$ cat src/rtl/chunked_adder_carry.sv
// Multi-cycle adder: num1 + num2 + c_in, CHUNK bits per clock through one shared adder slice.
// Optional overflow/zero/negative flags when CHUNKED_ADDER_FLAGS_EN is defined.
module chunked_adder_carry #(
    parameter int WIDTH = 32,
    parameter int CHUNK = 8
) (
    input  logic             clk,
    input  logic             rst,
    input  logic             in_valid,
    output logic             in_ready,
    input  logic             c_in,
    input  logic [WIDTH-1:0] num1,
    input  logic [WIDTH-1:0] num2,
    output logic             out_valid,
    input  logic             out_ready,
    output logic [WIDTH-1:0] result,
    output logic             c_out,
    output logic             busy
`ifdef CHUNKED_ADDER_FLAGS_EN
    ,
    output logic             overflow,
    output logic             zero,
    output logic             negative
`endif
);

    localparam int NCHUNK = WIDTH / CHUNK;
    localparam int IDXW   = (NCHUNK > 1) ? $clog2(NCHUNK) : 1;
    localparam logic [IDXW-1:0] LAST = IDXW'(NCHUNK - 1);

    typedef enum logic [1:0] {IDLE, ADD, DONE} state_t;

    state_t            state_q, state_d;
    logic [WIDTH-1:0]  a_q, b_q, acc_q, acc_nxt, result_q;
    logic [IDXW-1:0]   idx_q;
    logic              carry_q, c_out_q;
    logic [CHUNK:0]    sum;

    // The single shared slice: current chunk of A and B plus the running carry.
    always_comb begin
        sum = {1'b0, a_q[idx_q*CHUNK +: CHUNK]} + {1'b0, b_q[idx_q*CHUNK +: CHUNK]}
            + {{CHUNK{1'b0}}, carry_q};
        acc_nxt = acc_q;
        acc_nxt[idx_q*CHUNK +: CHUNK] = sum[CHUNK-1:0];
    end

    always_comb begin
        state_d   = state_q;
        in_ready  = 1'b0;
        out_valid = 1'b0;
        busy      = 1'b0;
        case (state_q)
            IDLE: begin
                in_ready = 1'b1;
                if (in_valid) state_d = ADD;
            end
            ADD: begin
                busy = 1'b1;
                if (idx_q == LAST) state_d = DONE;
            end
            DONE: begin
                busy      = 1'b1;
                out_valid = 1'b1;
                if (out_ready) state_d = IDLE;
            end
            default: state_d = IDLE;
        endcase
    end

    always_ff @(posedge clk or posedge rst) begin
        if (rst) state_q <= IDLE;
        else     state_q <= state_d;
    end

    // acc_q collects chunks; result_q only moves on the final chunk so the
    // visible result never shows partial sums.
    always_ff @(posedge clk or posedge rst) begin
        if (rst) begin
            a_q      <= '0;
            b_q      <= '0;
            acc_q    <= '0;
            result_q <= '0;
            idx_q    <= '0;
            carry_q  <= 1'b0;
            c_out_q  <= 1'b0;
        end else begin
            case (state_q)
                IDLE: if (in_valid && in_ready) begin
                    a_q     <= num1;
                    b_q     <= num2;
                    carry_q <= c_in;
                    idx_q   <= '0;
                    acc_q   <= '0;
                end
                ADD: begin
                    acc_q   <= acc_nxt;
                    carry_q <= sum[CHUNK];
                    idx_q   <= idx_q + 1'b1;
                    if (idx_q == LAST) begin
                        result_q <= acc_nxt;
                        c_out_q  <= sum[CHUNK];
                    end
                end
                default: ;
            endcase
        end
    end

    assign result = result_q;
    assign c_out  = c_out_q;

`ifdef CHUNKED_ADDER_FLAGS_EN
    logic ovf_q, zero_q, neg_q;

    always_ff @(posedge clk or posedge rst) begin
        if (rst) begin
            ovf_q  <= 1'b0;
            zero_q <= 1'b0;
            neg_q  <= 1'b0;
        end else if (state_q == ADD && idx_q == LAST) begin
            ovf_q  <= (a_q[WIDTH-1] == b_q[WIDTH-1]) && (acc_nxt[WIDTH-1] != a_q[WIDTH-1]);
            zero_q <= (acc_nxt == '0);
            neg_q  <= acc_nxt[WIDTH-1];
        end
    end

    assign overflow = ovf_q;
    assign zero     = zero_q;
    assign negative = neg_q;
`endif

endmodule
$ cat config.mk
export PLATFORM = sky130hd
export DESIGN_NAME = chunked_adder_carry
export DESIGN_NICKNAME = d
export VERILOG_FILES = /design/src/rtl/chunked_adder_carry.sv
export SDC_FILE = /design/constraint.sdc
export NUM_CORES = 1
export LEC_CHECK = 0
export ABC_AREA = 1
export BUFFER_PORTS_ARGS = -buffer_cell sky130_fd_sc_hd__buf_4
export CAP_MARGIN = 10
export CELL_PAD_IN_SITES_DETAIL_PLACEMENT = 0
export CELL_PAD_IN_SITES_GLOBAL_PLACEMENT = 1
export CORE_MARGIN = 2
export CORE_UTILIZATION = 45
export CTS_CLUSTER_SIZE = 10
export DETAILED_ROUTE_END_ITERATION = 7
export GPL_TIMING_DRIVEN = 1
export PLACE_DENSITY = 0.93
export SYNTH_ARGS = -nofsm -noshare
export SYNTH_HDL_FRONTEND = slang
export SYNTH_SLANG_ARGS = --single-unit
$ cat constraint.sdc
create_clock -name clk -period 7.49 [get_ports clk]
set_input_delay 1.498 -clock clk [delete_from_list [all_inputs] [get_ports clk]]
set_output_delay 1.498 -clock clk [all_outputs]
set_load 0.1 [all_outputs]
==> run_results.csv <==
group,metric,value,unit
outcome,outcome,"finished, final reports clean",
routing,vias,5352,
routing,drc,0,
routing,top_layer,"met4",
synth,synthCells,819,
power,power_density,534,mW/mm²
routing,vias_per_cell,4.85,
setup_path,critPathLaunch,"in_valid",
setup_path,r2r_end,"acc_q[30]$_DFFE_PP0P_",
global_routing,grt_pass1_vias,5271,
setup_path,required,7.81,ns
global_routing,antenna_found_initial,0,
routing,met2_length,7160,µm
finish,multiInputGateArea,0.00267,mm²
synth,synth_top_cell_by_area,"dfrtp_1",
placement,port_buffers,104,
synth,yosysWarnings,0,
placement,finalWeightedCongestion,0.837,
hold_path,min_path_type,"register to register",
clock_network,clk_pin_slew,0.06,ns
power,peakVddDrop,0.000220,V
finish,most-common-layout-cells,"nand2_1 (381), dfrtp_1 (134), buf_4 (110)",
setup_path,cp_slowest_cell,"nand2_2",
routing,route.met3.wl,682,µm
routing,ant_nets,0,
synth,yosysSeqAreaShare,0.519,
clock_network,cts_resized,0,
setup_path,ff2ff_path_depth,19,
setup_path,crit_top_cell,"nand2_1",
clock_network,clock_tree.root_cell,"clkbuf_16",
clock_network,ctsHoldBuffers,0,
synth,synth-seq-cells,134,
floorplanning,core_area,0.0139,mm²
finish,finalNonFillerCells,1103,
timing,maxSlewHeadroom,0.210,
clock_network,cts_tree,"done",
timing,final-setup-viol-count,0,
global_routing,track_usage,0.214,
setup_path,crit_chain,"buf_4, nand2_2, o21ai_2, inv_1, nor2_1, nand2_1, nand2_1",
global_routing,grt_remaining_overflow,0,
timing,fmax,0.291,GHz
routing,drt-met1-wl,7180,µm
finish,final_util,0.573,
run,cap_violations,0,
floorplanning,die_y,124,µm
setup_path,endpoint_kind,"register",
timing,finalCritPeriodShare,0.459,
clock_network,post-cts-setup-buffers,0,
global_routing,grt_max_degree,81,
clock_network,htreeDepth,4,
clock_network,clkSinkCount,134,
global_routing,grt_pass1_wl,25000,µm
clock_network,numCtsBuffers,17,
synth,synth_area,0.00646,mm²
floorplanning,start_util,0.464,
floorplanning,dieWidth,124,µm
routing,drtIter0Drc,334,
timing,tightestPinTransition,1.18,ns
power,leakage,0.00426,µW
timing,finalCriticalPeriod,3.44,ns
setup_path,worstPathMaxFanout,65,
timing,hold_violations,0,
floorplanning,dieArea,0.0153,mm²
finish,syn_to_final_growth,23.6,%
routing,routedWlPerCell,13.8,µm
floorplanning,ios,105,
placement,dp.cells,1071,
setup_path,slowest_delay,0.82,ns
finish,drive_gt1_frac,0.171,
synth,netlist.area_leader.share,0.519,
floorplanning,fp-row-count,43,
clock_network,worstSkewPairLatency,0.43,ns
synth,synth_area_leaders,"dfrtp_1 (52%), nand2_1 (22%), o21ai_0 (4.2%), inv_1 (3.7%), o22ai_1 (3.2%)",
finish,final_common_cell,"nand2_1",
setup_path,rrSetupSlack,4.19,ns
setup_path,crit_arrival,3.76,ns
clock_network,clock_path_buffers,2,
timing,fin_tns_setup,0,ns
finish,final_nets,997,
synth,synth.distinct_cells,32,
finish,nFillCells,1319,
synth,syn_nets,906,
finish,ff_latch_area,0.00335,mm²
finish,n_antenna_cell,0,
timing,fin_skew,0.00819,ns
routing,totalWireLength,15200,µm
timing,final_max_slew_viol_count,0,
timing,rsz0062_at_grt,"false",
placement,hpwl,10300,µm
routing,drt_first_pass_iters,4,
setup_path,crit_type,"input port to register",
setup_path,endpoint,"carry_q$_DFFE_PP0P_",
setup_path,critPathLaunchType,"input port",
synth,synth.avg_cell_area,7.89,µm²
setup_path,reg2reg_from,"idx_q[1]$_DFFE_PP0P_",
hold_path,hold_depth,2,
synthesized netlist by cell type, drive strengths merged:
cell type,number
nand2,384
dfrtp,134
inv,65
o21ai,62
nor2,47
o22ai,33
buf,21
clkbuf,17
ha,16
nand3,12
a21oi,6
nand4,5
a31oi,4
a22oi,3
a32oi,2
fa,2
xnor2,2
nor3,1
o221ai,1
or2,1
xor2,1
registers in the layout, indices dropped and copies added (netlist names):
signal,flops
b_q,32
result,32
c_out,1
idx_q,2
a_q,32
acc_q,32
carry_q,1
state_q,2
layout make-up:
type                       count  area share
sequential                   134       0.420
multi-input combinational    582       0.334
timing repair buffer         110       0.103
clock buffer                  20      0.0584
inverter                      65      0.0309
tap                          180      0.0282
clock inverter                12      0.0248
stage by stage:
stage	instance area [µm²]	power, µW	hold slack, ns	setup WS, ns
after detailed placement	7320	3340	0.460	3.58
after CTS	7990	4280	0.476	4.03
final	7990	4270	0.472	4.05
after global routing	7990	4580	0.489	3.80
after global placement	7320	3310	0.458	3.61
after floorplan	6460	2840	0.444	2.41
layer usage:
metal | up-vias | track usage
li1 | 2762 | -
met1 | 2438 | 0.280
met2 | 129 | 0.344
met3 | 23 | 0.0618
met4 | 0 | 0.0696
met5 | - | 0
worst max-delay path: cells and delay by family:
family                 cells  cell delay [ns]
AO/OA/AOI/OAI              1             0.45
buffers and inverters      2             0.76
AND/OR/NAND/NOR            4             1.05
cell families (layout without fill, tap and decap cells):
family          Yosys count  in the layout  share of synthesized area
compound gates          111            111                     0.0978
xor+xnor                  3              3                    0.00639
fa+ha+maj                18             18                     0.0372
buf+inv                 103            207                     0.0684
flops                   134            134                      0.519
simple gates            450            450                      0.271
where the power goes:
part	switching, µW	total (µW)	internal [µW]
clock	316	932	616
combinational	1570	2190	627
sequential	140	1140	1000
total	2020	4270	2240
how the worst min path moves through the flow:
stage | slack, ns | end | from
CTS | 0.48 | b_q[15]$_DFFE_PP0P_ | b_q[15]$_DFFE_PP0P_
global placement | 0.46 | a_q[19]$_DFFE_PP0P_ | a_q[19]$_DFFE_PP0P_
detailed placement | 0.46 | a_q[8]$_DFFE_PP0P_ | a_q[8]$_DFFE_PP0P_
floorplan | 0.44 | a_q[16]$_DFFE_PP0P_ | a_q[16]$_DFFE_PP0P_
global route | 0.49 | b_q[8]$_DFFE_PP0P_ | b_q[8]$_DFFE_PP0P_
finish | 0.47 | a_q[22]$_DFFE_PP0P_ | a_q[22]$_DFFE_PP0P_
No activity file was read; power rests on OpenSTA's default activity.
